## config.mk

```make
export PLATFORM = sky130hd
export DESIGN_NAME = uart_rx
export DESIGN_NICKNAME = d
export VERILOG_FILES = /design/src/rtl/uart_rx.sv
export SDC_FILE = /design/constraint.sdc
export NUM_CORES = 1
export LEC_CHECK = 0
export CORE_ASPECT_RATIO = 0.7
export CORE_MARGIN = 8
export CORE_UTILIZATION = 60
export DETAILED_ROUTE_END_ITERATION = 8
export PLACE_DENSITY = 0.83
export SETUP_SLACK_MARGIN = 0.3
export SLEW_MARGIN = 20
export SYNTH_ARGS = -nofsm -noshare
export SYNTH_HDL_FRONTEND = slang
export SYNTH_SLANG_ARGS = --single-unit
```

## constraint.sdc

```tcl
create_clock -name px_clk -period 2.9 [get_ports px_clk]
set_input_delay 0.58 -clock px_clk [delete_from_list [all_inputs] [get_ports px_clk]]
set_output_delay 0.58 -clock px_clk [all_outputs]
set_load 0.02 [all_outputs]
```

## src/rtl/uart_rx.sv

```systemverilog
// 8N1 serial receiver in the pixel-clock domain. Each good byte is presented on
// data_rx with a one-cycle wr_rx strobe; glitches and bad frames never strobe.
module uart_rx #(
  parameter int CLKS_PER_BIT = 273,
  parameter int HALF_BIT     = (CLKS_PER_BIT - 1) / 2
) (
  input  logic       px_clk,
  input  logic       rst,
  input  logic       rx,
  output logic [7:0] data_rx,
  output logic       wr_rx,
  output logic       frame_err,
  output logic       busy
);

  localparam int CW = $clog2(CLKS_PER_BIT);
  localparam logic [CW-1:0] CNT_LAST = CW'(CLKS_PER_BIT - 1);
  localparam logic [CW-1:0] CNT_HALF = CW'(HALF_BIT);
  localparam logic [CW-1:0] CNT_SYNC = CW'(CLKS_PER_BIT - 1 - HALF_BIT);

  typedef enum logic [2:0] {
    IDLE,
    START,
    DATA,
    STOP,
    BREAK
  } rxState_t;

  rxState_t state, stateNext;

  logic          rx_s1, rx_s, rxPrev;
  logic [CW-1:0] cnt;
  logic [2:0]    bit_idx;
  logic [7:0]    shreg;
  logic          bitTick, lineEdge, inBit;

  assign bitTick  = (cnt == CNT_LAST);
  assign lineEdge = rx_s ^ rxPrev;
  assign inBit    = (state == DATA) || (state == STOP);

  always_ff @(posedge px_clk) begin
    if (rst) begin
      rx_s1  <= 1'b1;
      rx_s   <= 1'b1;
      rxPrev <= 1'b1;
    end else begin
      rx_s1  <= rx;
      rx_s   <= rx_s1;
      rxPrev <= rx_s;
    end
  end

  always_ff @(posedge px_clk) begin
    if (rst) state <= IDLE;
    else     state <= stateNext;
  end

  always_comb begin
    stateNext = state;
    case (state)
      IDLE:    if (!rx_s) stateNext = START;
      START:   if (cnt == CNT_HALF) stateNext = rx_s ? IDLE : DATA;
      DATA:    if (bitTick && (bit_idx == 3'd7)) stateNext = STOP;
      STOP:    if (bitTick) stateNext = rx_s ? IDLE : BREAK;
      BREAK:   if (rx_s) stateNext = IDLE;
      default: stateNext = IDLE;
    endcase
  end

  // A line transition inside a bit re-centres cnt so the next sample lands
  // mid-bit. At exact baud cnt already holds CNT_SYNC there, so timing is unchanged.
  always_ff @(posedge px_clk) begin
    if (rst) begin
      cnt       <= '0;
      bit_idx   <= '0;
      shreg     <= '0;
      data_rx   <= '0;
      wr_rx     <= 1'b0;
      frame_err <= 1'b0;
    end else begin
      wr_rx     <= 1'b0;
      frame_err <= 1'b0;

      if ((stateNext != state) || (inBit && bitTick)) cnt <= '0;
      else if (inBit && lineEdge)                     cnt <= CNT_SYNC;
      else if (state == START || inBit)               cnt <= cnt + 1'b1;
      else                                            cnt <= '0;

      if (state == START && stateNext == DATA) bit_idx <= '0;

      if (state == DATA && bitTick) begin
        shreg   <= {rx_s, shreg[7:1]};
        bit_idx <= bit_idx + 1'b1;
      end

      if (state == STOP && bitTick) begin
        if (rx_s) begin
          data_rx <= shreg;
          wr_rx   <= 1'b1;
        end else begin
          frame_err <= 1'b1;
        end
      end
    end
  end

  always_comb begin
    busy = (state != IDLE);
  end

endmodule
```

After elaboration in Yosys (flattened, before gate mapping) --
Cells that the tools add are included.
Operators by class: bitwise operators 3, muxes and demuxes 14, reductions and logical operators 16, $add $sub $neg 2, eq/ne operators 9
Operator list (count):
- 3-bit 2-to-1 mux | 8
- 8-bit 2-to-1 mux | 2
- 3-bit one-hot mux with 5 select lines | 1
- 9-bit by 1-bit adder with 9-bit output, second input constant | 1
- 3-bit by 2-bit == test with 1-bit output, second input constant | 3
- 9-bit by 8-bit == test with 1-bit output, second input constant | 1
- 9-bit == test, second input constant | 1
- 3-bit == test, second input constant | 2
- 1-bit logical AND | 6
- 2-bit OR reduction | 2
- 4-bit OR reduction | 1
- 3-bit by 1-bit adder with 3-bit output, second input constant | 1
- 3-bit by 1-bit == test with 1-bit output, second input constant | 1
- 3-bit zero test | 1
- 1-bit logical OR | 3
- 3-bit inequality test | 1
- 3-bit nonzero test | 1
- 1-bit 2-to-1 mux | 2
- 2-bit 2-to-1 mux | 1
- 1-bit inverter | 2
- 2-bit AND reduction | 1
- 2-bit nonzero test | 1
- 1-bit XOR | 1
Storage, ports and cells: output and inout port bits 11, input bits 3, register bits 36, logic and storage cells 55

Longest topological paths before layout --
word-level depth 8, mapped depth 7

Least setup slack after synthesis --
No wires, ideal clock.
path kind register to register, start point register cnt[0], end point register shreg[2], arrival 1664 ps, required time 2772 ps, setup slack 1109 ps, cell stages (with the launch flop) 8, library setup time 128 ps, clock period less this slack 1791 ps, cell sequence dfxtp_1 -> inv_1 -> ha_1 -> or4b_4 -> nor4_4 -> buf_6 -> mux2i_1 -> nor2_1
Between the ends: word-level cells in the longest chain between the ends 2
Ends and longest elaborated chain:
- start, declared | RTL line 32 | logic [CW-1:0] cnt;
- start signal, assigned | RTL line 86 | else if (state == START || inBit) cnt <= cnt + 1'b1;
- 9-bit == test | RTL line 37 | assign bitTick = (cnt == CNT_LAST);
- 1-bit logical AND | RTL line 91 | if (state == DATA && bitTick) begin
- end signal, assigned | RTL line 92 | shreg <= {rx_s, shreg[7:1]};
- end, declared | RTL line 34 | logic [7:0] shreg;
No other way between the ends. A chain may end at the register's enable or synchronous reset.

Worst setup path after layout --
start point register state[0], end point output port busy
Between the ends: word-level cells in the longest chain between the ends 1
Ends and longest elaborated chain:
- start, declared | RTL line 29 | rxState_t state, stateNext;
- start signal, assigned | RTL line 55 | else state <= stateNext;
- 3-bit nonzero test | RTL line 108 | busy = (state != IDLE);
- end, declared | RTL line 13 | output logic busy
No other way between the ends.

==> results.json <==
{
  "multiInputGateArea_um2": 803.3,
  "fmax_ghz": 0.4476,
  "crit_buf_inv": 1,
  "num_vias": 1331,
  "r2r_start": "cnt[4]",
  "drc": 0,
  "dr.pass1.iters": 5,
  "drive_gt1_share_pct": 8.696,
  "grt_pass1_vias": 1201,
  "final-instance-count-excl-fill": 218,
  "cellLeakagePower_uw": 0.0005791,
  "cts_resized": 0,
  "timing.hold.ws_ns": 0.4322,
  "worstSetupStartpointType": "flip-flop",
  "placed_area_mm2": 0.001734,
  "root_buffer": "clkbuf_8",
  "htree_levels": 2,
  "via_per_inst": 6.106,
  "worst_hold_path_type": "reg -> reg",
  "cts_tree": "done",
  "syn_avg_cell_area_um2": 9.217,
  "utilization_pct": 72.78,
  "wire_per_inst_um": 15.75,
  "setup_viol": 0,
  "syn-cell-area_mm2": 0.001585,
  "num_rows": 15,
  "place.gp.congestion": 0.8775,
  "ys_seq_elements": 36,
  "hold_viol": 0,
  "async_flop_share_pct": 0,
  "max_slew_margin_pct": 51.51,
  "dp.cells": 213,
  "min_from": "rx_s1",
  "rsz0062_at_grt": "no",
  "regArea_um2": 720.7,
  "io_buffers": 13,
  "cap_violations": 0,
  "cp-startpoint": "state[0]",
  "hpwl_mm": 2.440,
  "grt_pass1_wl_mm": 5.851,
  "vdd_drop_max_uv": 290.9,
  "final.period_utilization_pct": 77.04,
  "outcome": "finished clean",
  "path_cells": "nor2_1 -> nand2_1 -> clkdlybuf4s50_1",
  "fin_setup_tns_ns": 0,
  "ys_types": 36,
  "die_area_mm2": 0.004569,
  "routed_wl_mm": 3.433,
  "synth.net_count": 179,
  "core_area_mm2": 0.002477,
  "yosys_most_used_dff": "dfxtp_1",
  "worst_pin_slew_ns": 0.7175,
  "cts_hold_buffers": 0,
  "start_util_pct": 63.99,
  "min_period_ns": 2.234,
  "ys_seq_area_share_pct": 45.46,
  "cp_slowest_stage_delay_ns": 0.60,
  "path_clk_slew_ns": 0.06,
  "synth-edff-count": 0,
  "ant_nets": 0,
  "ys_warn_count": 0,
  "endpoint_kind": "primary output",
  "die_h_um": 59.01,
  "clk_latency_ns": 0.28,
  "n_antenna_cell": 0,
  "area_growth_pct": 13.73,
  "grt_usage_pct": 16.18,
  "required_ns": 2.32,
  "die_w_um": 77.44,
  "critPathMaxFanout": 10,
  "timing_max_transition_violations_final": 0,
  "path_delay_family": "buffers and inverters",
  "critPathArrivalTime_ns": 1.65,
  "grt_max_degree": 24,
  "synthCells": 172,
  "critPathSlowestCell": "clkdlybuf4s50_1",
  "numCtsBuffers": 5,
  "p_per_area_mw_per_mm2": 467.9,
  "fillers": 184,
  "post-cts-setup-buffer-count": 0,
  "drtIter0Drc": 132,
  "ios": 14,
  "cts_sinks": 36,
  "clockBufferDepth": 2,
  "fin_area_mm2": 0.001803,
  "antenna_found_initial": 0,
  "clock_skew_ns": 0.003851,
  "overflow": 0,
  "layout.nets": 193,
  "worstSetupPathType": "reg -> out"
}
## sequential cells by signal, summed over array words and instances (netlist names)
register	count
rxPrev	1
shreg	8
frame_err	1
cnt	9
data_rx	8
rx_s	1
state	3
wr_rx	1
bit_idx	3
rx_s1	1
## synthesized netlist by cell type, drive strengths merged, types with 3 or more instances
master  instances  area, µm²
dfxtp          36      720.7
nand3          16      80.08
nor2           15      58.81
a21oi          12      60.06
nand2          12      45.04
o21ai          11      55.05
mux2i           9      90.09
nor4            8      80.08
clkbuf          6      22.52
inv             6      22.52
xnor2           6      52.55
nor3            5      25.02
ha              4      50.05
nand4           3      18.77
## placed cells by master, fill, tap and decap left out, types with 2 or more instances in the layout
| master | instances |
|---|---|
| o21ai_0 | 9 |
| nand2b_1 | 2 |
| nor2_1 | 14 |
| clkdlybuf4s50_1 | 13 |
| dfxtp_1 | 36 |
| o21ai_1 | 2 |
| nor4bb_1 | 2 |
| nor3_1 | 5 |
| or2_2 | 2 |
| clkbuf_8 | 5 |
| mux2i_1 | 9 |
| nand3_1 | 16 |
| nor4_1 | 6 |
| ha_1 | 4 |
| xor2_1 | 2 |
| inv_1 | 6 |
| nand4_1 | 3 |
| a21oi_1 | 12 |
| buf_4 | 2 |
| nor4_4 | 2 |
| xnor2_1 | 6 |
| nand2_1 | 12 |
## final timing paths
kind / cells past startpoint / end / slack [ns]
worst min register to register: 1 / rx_s / 0.43
worst max register to register: 4 / data_rx[6] / 0.77
worst min-delay path: 1 / rx_s / 0.43
worst max-delay path: 3 / busy / 0.67
## per-layer routing
metal  wire (µm)  part of all wire [%]  global-route usage (%)  up-vias
li1            -                     -                       -      641
met1        1589                    46                   21.30      631
met2        1530                    45                   23.33       57
met3         301                   8.8                   6.818        2
met4          12                  0.35                   4.813        0
met5           0                     0                       0        -
## through the flow
stage	total power, µW	worst slack, ns
2_1_floorplan	534.7	1.109
3_3_place_gp	543.9	0.8916
3_5_place_dp	545.3	0.8296
4_1_cts	849.6	0.6486
5_1_grt	872.5	0.5317
6_report	843.7	0.6659
## power by group
part | internal [µW] | total [µW] | switching, µW | leakage, µW
Combinational | 11.8 | 32.3 | 20.5 | 0.000253
Clock | 154 | 308 | 154 | 0.0000359
Sequential | 497 | 503 | 5.54 | 0.000291
## logic make-up (layout without fill, tap and decap cells)
kind of cell,Yosys count,after routing,share of synthesized area (%)
DFF,36,36,45.46
adders and majority gates,4,4,3.157
muxes,10,10,6.393
and+or+nand+nor,71,71,25.81
buffers and inverters,14,26,3.867
xor gates and xnor gates,8,8,4.420
AOI/OAI and AO/OA,29,29,10.89
## area by class of cell
cell class | count | area share, %
Clock buffer | 5 | 3.817
Inverter | 6 | 1.249
Multi-Input combinational cell | 122 | 44.55
Sequential cell | 36 | 39.97
Tap cell | 34 | 2.359
Timing Repair Buffer | 15 | 8.050
(Power assumes the default switching activity.)
